**src/rtl/alu_arbiter.sv**
```systemverilog
// alu_arbiter: shares one combinational ALU between two requesters.
// Round-robin grant, valid/ready handshakes on request and response sides,
// one operation in flight at a time. ALU inputs are registered at the accept
// edge and held for ALU_LAT cycles before z/flags are captured.
// Optional feature macro: ALU_ARB_PERF_EN builds two 16-bit saturating grant
// counters on perf_cnt; when undefined perf_cnt is tied to zero.
module alu_arbiter #(
    parameter int WIDTH   = 32,
    parameter int ALU_LAT = 1
) (
    input  logic               clk,
    input  logic               rst_n,
    input  logic [1:0]         req_valid,
    output logic [1:0]         req_ready,
    input  logic [17:0]        req_op,
    input  logic [2*WIDTH-1:0] req_a,
    input  logic [2*WIDTH-1:0] req_b,
    output logic [1:0]         rsp_valid,
    input  logic [1:0]         rsp_ready,
    output logic [WIDTH-1:0]   rsp_z,
    output logic [2:0]         rsp_flags,
    output logic [WIDTH-1:0]   alu_a,
    output logic [WIDTH-1:0]   alu_b,
    output logic [8:0]         alu_op,
    input  logic [WIDTH-1:0]   alu_z,
    input  logic               alu_ovf,
    input  logic               alu_zero,
    input  logic               alu_cflag,
    output logic [31:0]        perf_cnt
);

    typedef enum logic [1:0] {
        S_IDLE = 2'd0,
        S_EXEC = 2'd1,
        S_RESP = 2'd2
    } state_e;

    localparam logic [3:0] LAT_INIT = 4'(ALU_LAT - 1);

    state_e             state_q, state_d;
    logic               last_grant_q, last_grant_d;
    logic [3:0]         lat_cnt_q, lat_cnt_d;
    logic [WIDTH-1:0]   alu_a_q, alu_a_d;
    logic [WIDTH-1:0]   alu_b_q, alu_b_d;
    logic [8:0]         alu_op_q, alu_op_d;
    logic [WIDTH-1:0]   rsp_z_q, rsp_z_d;
    logic [2:0]         rsp_flags_q, rsp_flags_d;
    logic               grant;
    logic               accept;

    // Pick the requester to serve: the only valid one, or the one not served last on a tie.
    always_comb begin
        grant = req_valid[1];
        if (req_valid == 2'b11) begin
            grant = ~last_grant_q;
        end
    end

    // NOTE: rst_n gates the accept so req_ready stays low while reset is held,
    // even though the state register already reads IDLE.
    assign accept = rst_n && (state_q == S_IDLE) && (req_valid != 2'b00);

    // Next-state and datapath-register update for the IDLE/EXEC/RESP sequence.
    always_comb begin
        // NOTE: every variable gets a default first so no path leaves it
        // unassigned; that is what keeps this block free of inferred latches.
        state_d      = state_q;
        last_grant_d = last_grant_q;
        lat_cnt_d    = lat_cnt_q;
        alu_a_d      = alu_a_q;
        alu_b_d      = alu_b_q;
        alu_op_d     = alu_op_q;
        rsp_z_d      = rsp_z_q;
        rsp_flags_d  = rsp_flags_q;
        req_ready    = 2'b00;
        rsp_valid    = 2'b00;

        unique case (state_q)
            S_IDLE: begin
                if (accept) begin
                    req_ready    = grant ? 2'b10 : 2'b01;
                    alu_a_d      = grant ? req_a[2*WIDTH-1:WIDTH] : req_a[WIDTH-1:0];
                    alu_b_d      = grant ? req_b[2*WIDTH-1:WIDTH] : req_b[WIDTH-1:0];
                    alu_op_d     = grant ? req_op[17:9] : req_op[8:0];
                    last_grant_d = grant;
                    lat_cnt_d    = LAT_INIT;
                    state_d      = S_EXEC;
                end
            end
            S_EXEC: begin
                if (lat_cnt_q == 4'd0) begin
                    rsp_z_d     = alu_z;
                    rsp_flags_d = {alu_ovf, alu_zero, alu_cflag};
                    state_d     = S_RESP;
                end else begin
                    lat_cnt_d = lat_cnt_q - 4'd1;
                end
            end
            S_RESP: begin
                rsp_valid = last_grant_q ? 2'b10 : 2'b01;
                if (rsp_ready[last_grant_q]) begin
                    state_d = S_IDLE;
                end
            end
            default: begin
                state_d = S_IDLE;
            end
        endcase
    end

    // State and datapath registers; reset discards any in-flight operation.
    always_ff @(posedge clk or negedge rst_n) begin
        if (!rst_n) begin
            state_q      <= S_IDLE;
            last_grant_q <= 1'b1;
            lat_cnt_q    <= 4'd0;
            alu_a_q      <= '0;
            alu_b_q      <= '0;
            alu_op_q     <= '0;
            rsp_z_q      <= '0;
            rsp_flags_q  <= '0;
        end else begin
            // NOTE: sequential state uses non-blocking assignments so every
            // register samples its pre-edge value regardless of statement order.
            state_q      <= state_d;
            last_grant_q <= last_grant_d;
            lat_cnt_q    <= lat_cnt_d;
            alu_a_q      <= alu_a_d;
            alu_b_q      <= alu_b_d;
            alu_op_q     <= alu_op_d;
            rsp_z_q      <= rsp_z_d;
            rsp_flags_q  <= rsp_flags_d;
        end
    end

    assign alu_a     = alu_a_q;
    assign alu_b     = alu_b_q;
    assign alu_op    = alu_op_q;
    assign rsp_z     = rsp_z_q;
    assign rsp_flags = rsp_flags_q;

`ifdef ALU_ARB_PERF_EN
    logic [15:0] grants0_q;
    logic [15:0] grants1_q;

    // Saturating per-requester grant counters, bumped on each accept edge.
    always_ff @(posedge clk or negedge rst_n) begin
        if (!rst_n) begin
            grants0_q <= 16'h0000;
            grants1_q <= 16'h0000;
        end else if (accept) begin
            if (!grant && (grants0_q != 16'hFFFF)) begin
                grants0_q <= grants0_q + 16'd1;
            end
            if (grant && (grants1_q != 16'hFFFF)) begin
                grants1_q <= grants1_q + 16'd1;
            end
        end
    end

    assign perf_cnt = {grants1_q, grants0_q};
`else
    assign perf_cnt = 32'h0;
`endif

endmodule

```
**config.mk**
```make
export PLATFORM = sky130hd
export DESIGN_NAME = alu_arbiter
export DESIGN_NICKNAME = d
export VERILOG_FILES = /design/src/rtl/alu_arbiter.sv
export SDC_FILE = /design/constraint.sdc
export NUM_CORES = 1
export LEC_CHECK = 0
export ABC_AREA = 1
export CAP_MARGIN = 20
export CORE_AREA = 2 2 127 129
export CTS_BUF_LIST = sky130_fd_sc_hd__clkbuf_8
export CTS_CLUSTER_DIAMETER = 120
export DETAILED_ROUTE_END_ITERATION = 7
export DIE_AREA = 0 0 129 131
export PLACE_DENSITY_LB_ADDON = 0.2
export SYNTH_ARGS = -nofsm -noshare
export SYNTH_HDL_FRONTEND = slang
export SYNTH_SLANG_ARGS = --single-unit
```
**constraint.sdc**
```tcl
create_clock -name clk -period 2.1 [get_ports clk]
set_clock_uncertainty 0.1 [all_clocks]
set_input_delay 0.315 -clock clk [delete_from_list [all_inputs] [get_ports clk]]
set_output_delay 0.315 -clock clk [all_outputs]
set_load 0.02 [all_outputs]
```
# After elaboration in Yosys (flattened, before gate mapping)
# Index checks and enable logic that the tools add are counted.
# word_totals
regBits	115
inputBits	187
output_inout_bits	144
wordCells	46
# classes
n_addsub	1
n_lt_le_gt_ge	1
eq_ne	7
muxes	18
bitwise	1
reduce_logical	10
# ops
operator	count
32-bit two-way mux	2
2-bit two-way mux	8
9-bit two-way mux	1
4-bit two-way mux	2
2-bit != test, second input constant	4
4-bit case mux with 2 select lines	1
2-bit case mux with 3 select lines	1
3-bit AND reduction	2
2-bit equality test, second input constant	2
4-bit zero test	1
2-bit AND reduction	2
2-bit nonzero test	2
4-bit by 1-bit subtractor with 4-bit output, second input constant	1
1-bit two-way mux	3
2-bit by 1-bit equality test with 1-bit output, second input constant	1
1-bit logical AND	2
2-bit zero test	1
1-bit by 2-bit < comparator with 1-bit output, second input constant	1
1-bit NOT	1

# Logic depth before layout (Yosys ltp)
# Gate-level depths: netlist (run 1).
# logic_depth
ltp_word	5
ltp_mapped	9
ltp_nobuf	7

# Least setup slack after synthesis (run 1)
# Ideal clock, no wire load.
# synth_timing
path_kind	register to output
startpoint	register state_q[0]
endpoint	output port req_ready[0]
t_arrival_ns	1.221
slack_ns	0.464
stages_incl_launch_ff	7
n_path_buf	1
cell_sequence	dfrtp_1 nor2_1 nand2_1 nor2_2 inv_2 clkbuf_1 nor2_1
# synth_via
elab_chain_cells	5
# synth_rtl
item	line_no	text
start: declaration	40	state_e state_q, state_d;
start signal: assignment	125	state_q <= state_d;
2-bit zero test *	61, 78	
1-bit logical AND (2 in series)	61	assign accept = rst_n && (state_q == S_IDLE) && (req_valid != 2'b00);
2-bit two-way mux	80	if (accept) begin
2-bit two-way mux *	78	unique case (state_q)
end: declaration	14	output logic [1:0] req_ready,
# Every way passes the cells marked *; elsewhere a longest branch is shown, timed or not.

# Final worst setup path (run 1)
# layout_timing
startpoint	register last_grant_q
endpoint	output port req_ready[0]
# layout_via
elab_chain_cells	5
# layout_rtl
item	line_no	text
start: declaration	41	logic last_grant_q, last_grant_d;
start signal: assignment	126	last_grant_q <= last_grant_d;
1-bit NOT	55	grant = ~last_grant_q;
1-bit two-way mux	54	if (req_valid == 2'b11) begin
2-bit two-way mux	81	req_ready = grant ? 2'b10 : 2'b01;
2-bit two-way mux	80	
2-bit two-way mux	78	
# Every way passes these cells.

==> metrics.txt, run 1 <==
combinational share of power=around half; Min-Delay Endpoint=last_grant_q; WHS Path Cells=5; Setup-failing EPs final=0; initial DRC count=roughly 320; RePlAce Congestion=between 0.7 and 0.8; H-tree Lvls=4; Vias=5576; critical path endpoint category=output port; die area=~0.017 mm2; #FFs+latches synth=115; clk_lat worst skew=about 440 ps; sequential share of power=31.7%; total power=~12 mW; Net count, final=around 1300; Worst R2R Setup Slack=500 ps; power share of the clock group=16.6%; Arrival @ worst endpoint=between 1500 and 2000 ps; iteration count of the initial detailed-routing pass=4; GRT Util Overall=between 20 and 25%; vias in the first global route=approximately 5000; largest net degree at the start of global routing=around 120; Root Driver=clkbuf_8; max-cap viol count=0; I/O pin cnt=approximately 330; Clock Tree Buf Depth=2; diode count=0; post-place setup slack=-11.9 ps; Worst R2R Start=last_grant_q; Static Leakage=4.76 nW; Die Ht=around 130 um; ANT nets after route=0; Avg WL per Cell=between 10 and 15 um; global-route wire length before repair=26.0 mm; clock sinks=115; worst-case reg-to-reg path depth=9; status=finished clean; # DRC=0; Slew Limit Fails=0; Num CTS Buffers=17; Least-Margin Pin Slew=~640 ps; synthesized cell area=between 0.005 and 0.006 mm2; drt total wl=about 17 mm; switching share of power=40.1%; final worst setup slack=72.4 ps; Internal Dissipation=around 7.5 mW; worst vdd ir=about 0.00082 V; Slew HR=between 50% and 60%; power density cells=about 1400 mW/mm2; Worst Hold Class=in2reg; Layout area overhead=61.2%; WP data required=1680 ps; clock-pin slew on the worst setup and hold paths=60 ps; Yosys cell types=20; initial antenna violation count=0; Switch Pwr=~5 mW; Final period util=between 90% and 100%; Die Wd=about 130 um; Overflow after GRT=0; num rows=between 40 and 50; FMAX=roughly 490 MHz; CTS tree=built; YS warnings=0; sequential cell area fraction in the yosys report=between 50% and 60%; Hold Startpoint=rst_n; worst reg2reg path endpoint=alu_b[8]; startpoint types=register; syn avg cell area=7.24 um2; critical setup path kind=reg2out; via-per-instance ratio=approximately 4.3; final hold vios=0; layout cells sized above 1=under 10%; area of the core=0.0156 mm2; Cells after Synth=approximately 790; input/output buffers=roughly 300; Starting Density=between 30% and 40%; CP Max Fanout=25; fin crit period=a little over 2000 ps; detailed placement HPWL=12.1 mm
[through the flow]
step	util (%)	hold slack (ps)	instance area [um2]	TNS, ps	std cells
final	58.7	229	9160	0	1303
after global routing	58.7	259	9160	-46.5	1303
after global placement	56.1	361	8740	-10.6	1272
after CTS	58.7	225	9150	0	1303
after floorplan	-	-80.6	5800	0	816
after detailed placement	56.1	364	8740	-11.9	1272
[state kept, by name, summed over array words and instances, names as in the netlist]
| register | count |
|---|---|
| alu_a | 32 |
| alu_b | 32 |
| rsp_z | 32 |
| alu_op | 9 |
| lat_cnt_q | 4 |
| rsp_flags | 3 |
| state_q | 2 |
| last_grant_q | 1 |
[cells in the final DEF (no fill, tap or decap), types with 2 or more instances in the layout]
cell and count:
buf_12 5, ha_1 2, dfrtp_1 114, dlygate4sd2_1 3
clkdlybuf4s50_1 293, nor2_1 13, o21ai_1 35, inv_2 3
nand2_2 2, conb_1 32, clkinv_2 2, buf_4 9
nand2_1 490, nand3_1 5, bufinv_16 2, clkbuf_8 23
inv_1 45
[power groups by stage]
stage / registers (mW) / logic, mW / clock network, mW
floorplan: 5.22 / 2.11 / 0
global placement: 3.94 / 6.45 / 0
detailed placement: 3.96 / 6.51 / 0
CTS: 3.95 / 6.52 / 2.14
global route: 4.08 / 7.01 / 2.24
finish: 3.94 / 6.45 / 2.07
[final cells by class]
cell class / instances / area (um2)
fill: 1459 / 6440
tap: 216 / 270
clock inverter: 7 / 81.3
timing repair buffer: 312 / 3150
clock buffer: 23 / 317
inverter: 45 / 169
sequential: 115 / 2880
multi-input combinational: 585 / 2290
[worst max-delay path by stage]
| stage | start | to | slack, ps | depth (start not counted) |
|---|---|---|---|---|
| floorplan | state_q[0] | req_ready[0] | 460 | 6 |
| global placement | req_valid[1] | req_ready[1] | -10 | 6 |
| detailed placement | req_valid[1] | req_ready[1] | -10 | 6 |
| CTS | last_grant_q | req_ready[0] | 20 | 6 |
| global route | state_q[0] | req_ready[0] | -40 | 7 |
| finish | last_grant_q | req_ready[0] | 70 | 6 |
[critical path: stages (launching register included)]
cell and delay (ps):
dfstp_2 560, nand2_1 70, nand2_2 70, inv_2 50, buf_8 160, nor2_2 120
buf_4 160
[synthesized netlist by cell type]
cell type / count / area [um2]
nand3_1: 5 / 25.0
nand3_2: 1 / 10.0
nand2_1: 492 / 1850
inv_1: 42 / 158
xnor2_1: 1 / 8.76
buf_4: 48 / 360
o21ai_0: 1 / 5.00
clkbuf_1: 10 / 37.5
buf_6: 1 / 11.3
nor2_2: 1 / 6.26
clkbuf_2: 2 / 10.0
dfstp_2: 1 / 26.3
buf_2: 10 / 50.1
o21ai_1: 35 / 175
dfrtp_1: 114 / 2850
nor2_1: 14 / 52.6
inv_2: 3 / 11.3
conb_1: 1 / 3.75
nand4_1: 1 / 6.26
ha_1: 2 / 25.0
[kinds of logic (layout without fill, tap and decap cells)]
logic type	after synthesis	count (layout)	share of synthesized area [%]
AND/OR/NAND/NOR	514	514	34.3
buffers and inverters	116	387	11.2
flip-flops	115	115	50.7
AO/OA/AOI/OAI	36	36	3.17
adder cells (fa/ha/maj)	2	2	0.440
other	1	32	0.0660
XOR/XNOR	1	1	0.154
[routing by layer]
layer / global-route usage [%] / part of all wire [%] / routed length (um) / up-vias
li1: - / - / - / 2855
met1: 25.4 / 43 / 7300 / 2486
met2: 31.9 / 48 / 8190 / 212
met3: 6.56 / 7.8 / 1330 / 23
met4: 7.74 / 1.7 / 293 / 0
met5: 0 / 0 / 0 / -
[repair_timing]
item	in CTS	in global routing
hold buffers	1	0
resized for setup	4	3
buffers inserted	0	0
endpoints found under the setup margin	4	2
hold endpoints to repair	114	0
No activity file was read; power rests on OpenSTA's default activity.
==> run 2: changes to the inputs <==
--- a/config.mk
+++ b/config.mk
@@ -12,6 +12,7 @@
 export CTS_CLUSTER_DIAMETER = 120
 export DETAILED_ROUTE_END_ITERATION = 7
 export DIE_AREA = 0 0 129 131
+export MAX_ROUTING_LAYER = met4
 export PLACE_DENSITY_LB_ADDON = 0.2
 export SYNTH_ARGS = -nofsm -noshare
 export SYNTH_HDL_FRONTEND = slang
==> run 2 against run 1 <==
  * Die area unchanged
  * Final cell count unchanged
  * Combinational power about the same
  * Highest routed layer unchanged
==> metrics.txt, run 2 (synthesis gave the netlist of run 1 again) <==
vias in the first global route=5035 (was 5033); Min-Delay Endpoint=last_grant_q (unchanged); I/O pin cnt=331 (unchanged); WP data required=1680 ps (about the same); Hold Startpoint=rst_n (unchanged); critical path endpoint category=output port (unchanged); drt total wl=17.1 mm (unchanged); CP Max Fanout=25 (unchanged); Static Leakage=4.76 nW (unchanged); FMAX=493 MHz (about the same); Reg area=0.00288 mm2 (unchanged); area of the core=0.0156 mm2 (unchanged); dpl cell area=0.00874 mm2 (unchanged); fin crit period=2030 ps (about the same); status=finished clean (unchanged); Fin Hold WS=225 ps (was 229 ps); clk_lat worst skew=430 ps (was 440 ps); Worst Hold Class=in2reg (unchanged); initial antenna violation count=0 (unchanged); Die Ht=131 um (unchanged); Die Wd=129 um (unchanged); CTS tree=built (unchanged); Worst R2R Setup Slack=500 ps (about the same); Least-Margin Pin Slew=648 ps (was 643 ps); Slew HR=56.8% (was 57.1%); Vias=5591 (was 5576); diode count=0 (unchanged); # DRC=0 (unchanged); Net count, final=1265 (unchanged); Num CTS Buffers=17 (unchanged); WHS Path Cells=5 (unchanged); Placed Instances=1272 (unchanged); startpoint types=register (unchanged); die area=0.0169 mm2 (unchanged); initial DRC count=280 (was 316); Final Non-Filler Cells=1303 (unchanged); clock-pin slew on the worst setup and hold paths=60 ps (about the same); layout cells sized above 1=4.69% (unchanged); power density cells=1360 mW/mm2 (about the same); multi-input combinational cell area=0.00229 mm2 (unchanged); Final period util=96.6% (about the same); num rows=46 (unchanged); Avg WL per Cell=13.1 um (unchanged); Core Util, Final=58.7% (unchanged); Overflow after GRT=0 (unchanged); worst reg2reg path endpoint=alu_b[8] (unchanged); worst vdd ir=0.000822 V (was 0.000817 V); fin area=0.00916 mm2 (unchanged); iteration count of the initial detailed-routing pass=4 (unchanged); H-tree Lvls=4 (unchanged); Arrival @ worst endpoint=1610 ps (about the same); GRT Util Overall=20.6% (was 20.0%); final hold vios=0 (unchanged); clock sinks=115 (unchanged); global-route wire length before repair=26.0 mm (about the same); max-cap viol count=0 (unchanged); critical setup path kind=reg2out (unchanged); setup bufs post-CTS=0 (unchanged); Post-Route Setup TNS=0 ps (unchanged); Root Driver=clkbuf_8 (unchanged); Layout area overhead=61.2% (unchanged); Setup-failing EPs final=0 (unchanged); Starting Density=36.4% (unchanged); worst-case reg-to-reg path depth=9 (unchanged); highest-count cells in the layout ignoring fill and taps=490 x nand2_1, 293 x clkdlybuf4s50_1, 114 x dfrtp_1, 45 x inv_1, 35 x o21ai_1 (unchanged); via-per-instance ratio=4.29 (was 4.28); input/output buffers=298 (unchanged); RePlAce Congestion=0.764 (was 0.754); Slew Limit Fails=0 (unchanged); ANT nets after route=0 (unchanged); Layout fillers=1459 (unchanged); Worst R2R Start=last_grant_q (unchanged); commonest non-fill, non-tap cell in the layout=nand2_1 (unchanged); largest net degree at the start of global routing=116 (unchanged); detailed placement HPWL=12.1 mm (unchanged); Clock Tree Buf Depth=2 (unchanged)
[run 2: cell type report]
type                            instances  area share, %
Clock buffer                           23           3.46
Clock inverter                          7          0.888
Inverter                               45           1.84
Multi-Input combinational cell        585           25.0
Sequential cell                       115           31.4
Tap cell                              216           2.95
Timing Repair Buffer                  312           34.4
[run 2: per-stage QoR]
step                      setup WS [ps]  power [mW]
after floorplan                     464        7.33
after global placement            -10.6        10.4
after detailed placement          -11.9        10.5
after CTS                          18.3        12.6
after global routing              -32.0        13.3
final                              71.4        12.5
[run 2: worst max-delay path by stage]
stage / start / end / slack, ps
6_report: last_grant_q / req_ready[0] / 70
3_5_place_dp: req_valid[1] / req_ready[1] / -10
5_1_grt: state_q[0] / req_ready[0] / -30
3_3_place_gp: req_valid[1] / req_ready[1] / -10
4_1_cts: last_grant_q / req_ready[0] / 20
2_1_floorplan: state_q[0] / req_ready[0] / 460
[run 2: per-layer routing]
layer	part of all wire, %	vias to the layer above	global-route usage [%]
met3	6.5	25	5.21
met5	0	-	-
met2	48	214	31.9
met1	44	2496	26.0
li1	-	2856	-
met4	1.9	0	8.50
[run 2: where the power goes]
part / total (mW) / internal, mW / switching (mW)
clock: 2.07 / 1.22 / 0.853
combinational: 6.45 / 2.91 / 3.54
sequential: 3.95 / 3.34 / 0.612
total: 12.5 / 7.46 / 5.00
[run 2: worst max-delay path, stage by stage, from the launching register on]
cell     delay (ps)
dfstp_2         560
nand2_1          70
nand2_2          70
inv_2            50
buf_8           160
nor2_2          120
buf_4           160
[run 2: timing repair]
item	CTS	global route
hold buffers	1	0
resized for setup	4	3
endpoints found under the hold margin	114	0
setup endpoints to repair	4	2
==> run 3: changes to the inputs <==
--- a/config.mk
+++ b/config.mk
@@ -6,6 +6,7 @@
 export NUM_CORES = 1
 export LEC_CHECK = 0
 export ABC_AREA = 1
+export ABC_CLOCK_PERIOD_IN_PS = 2100
 export CAP_MARGIN = 20
 export CORE_AREA = 2 2 127 129
 export CTS_BUF_LIST = sky130_fd_sc_hd__clkbuf_8
==> results of run 3 <==
The final DEF is identical to that of run 2; final timing and power are the same.
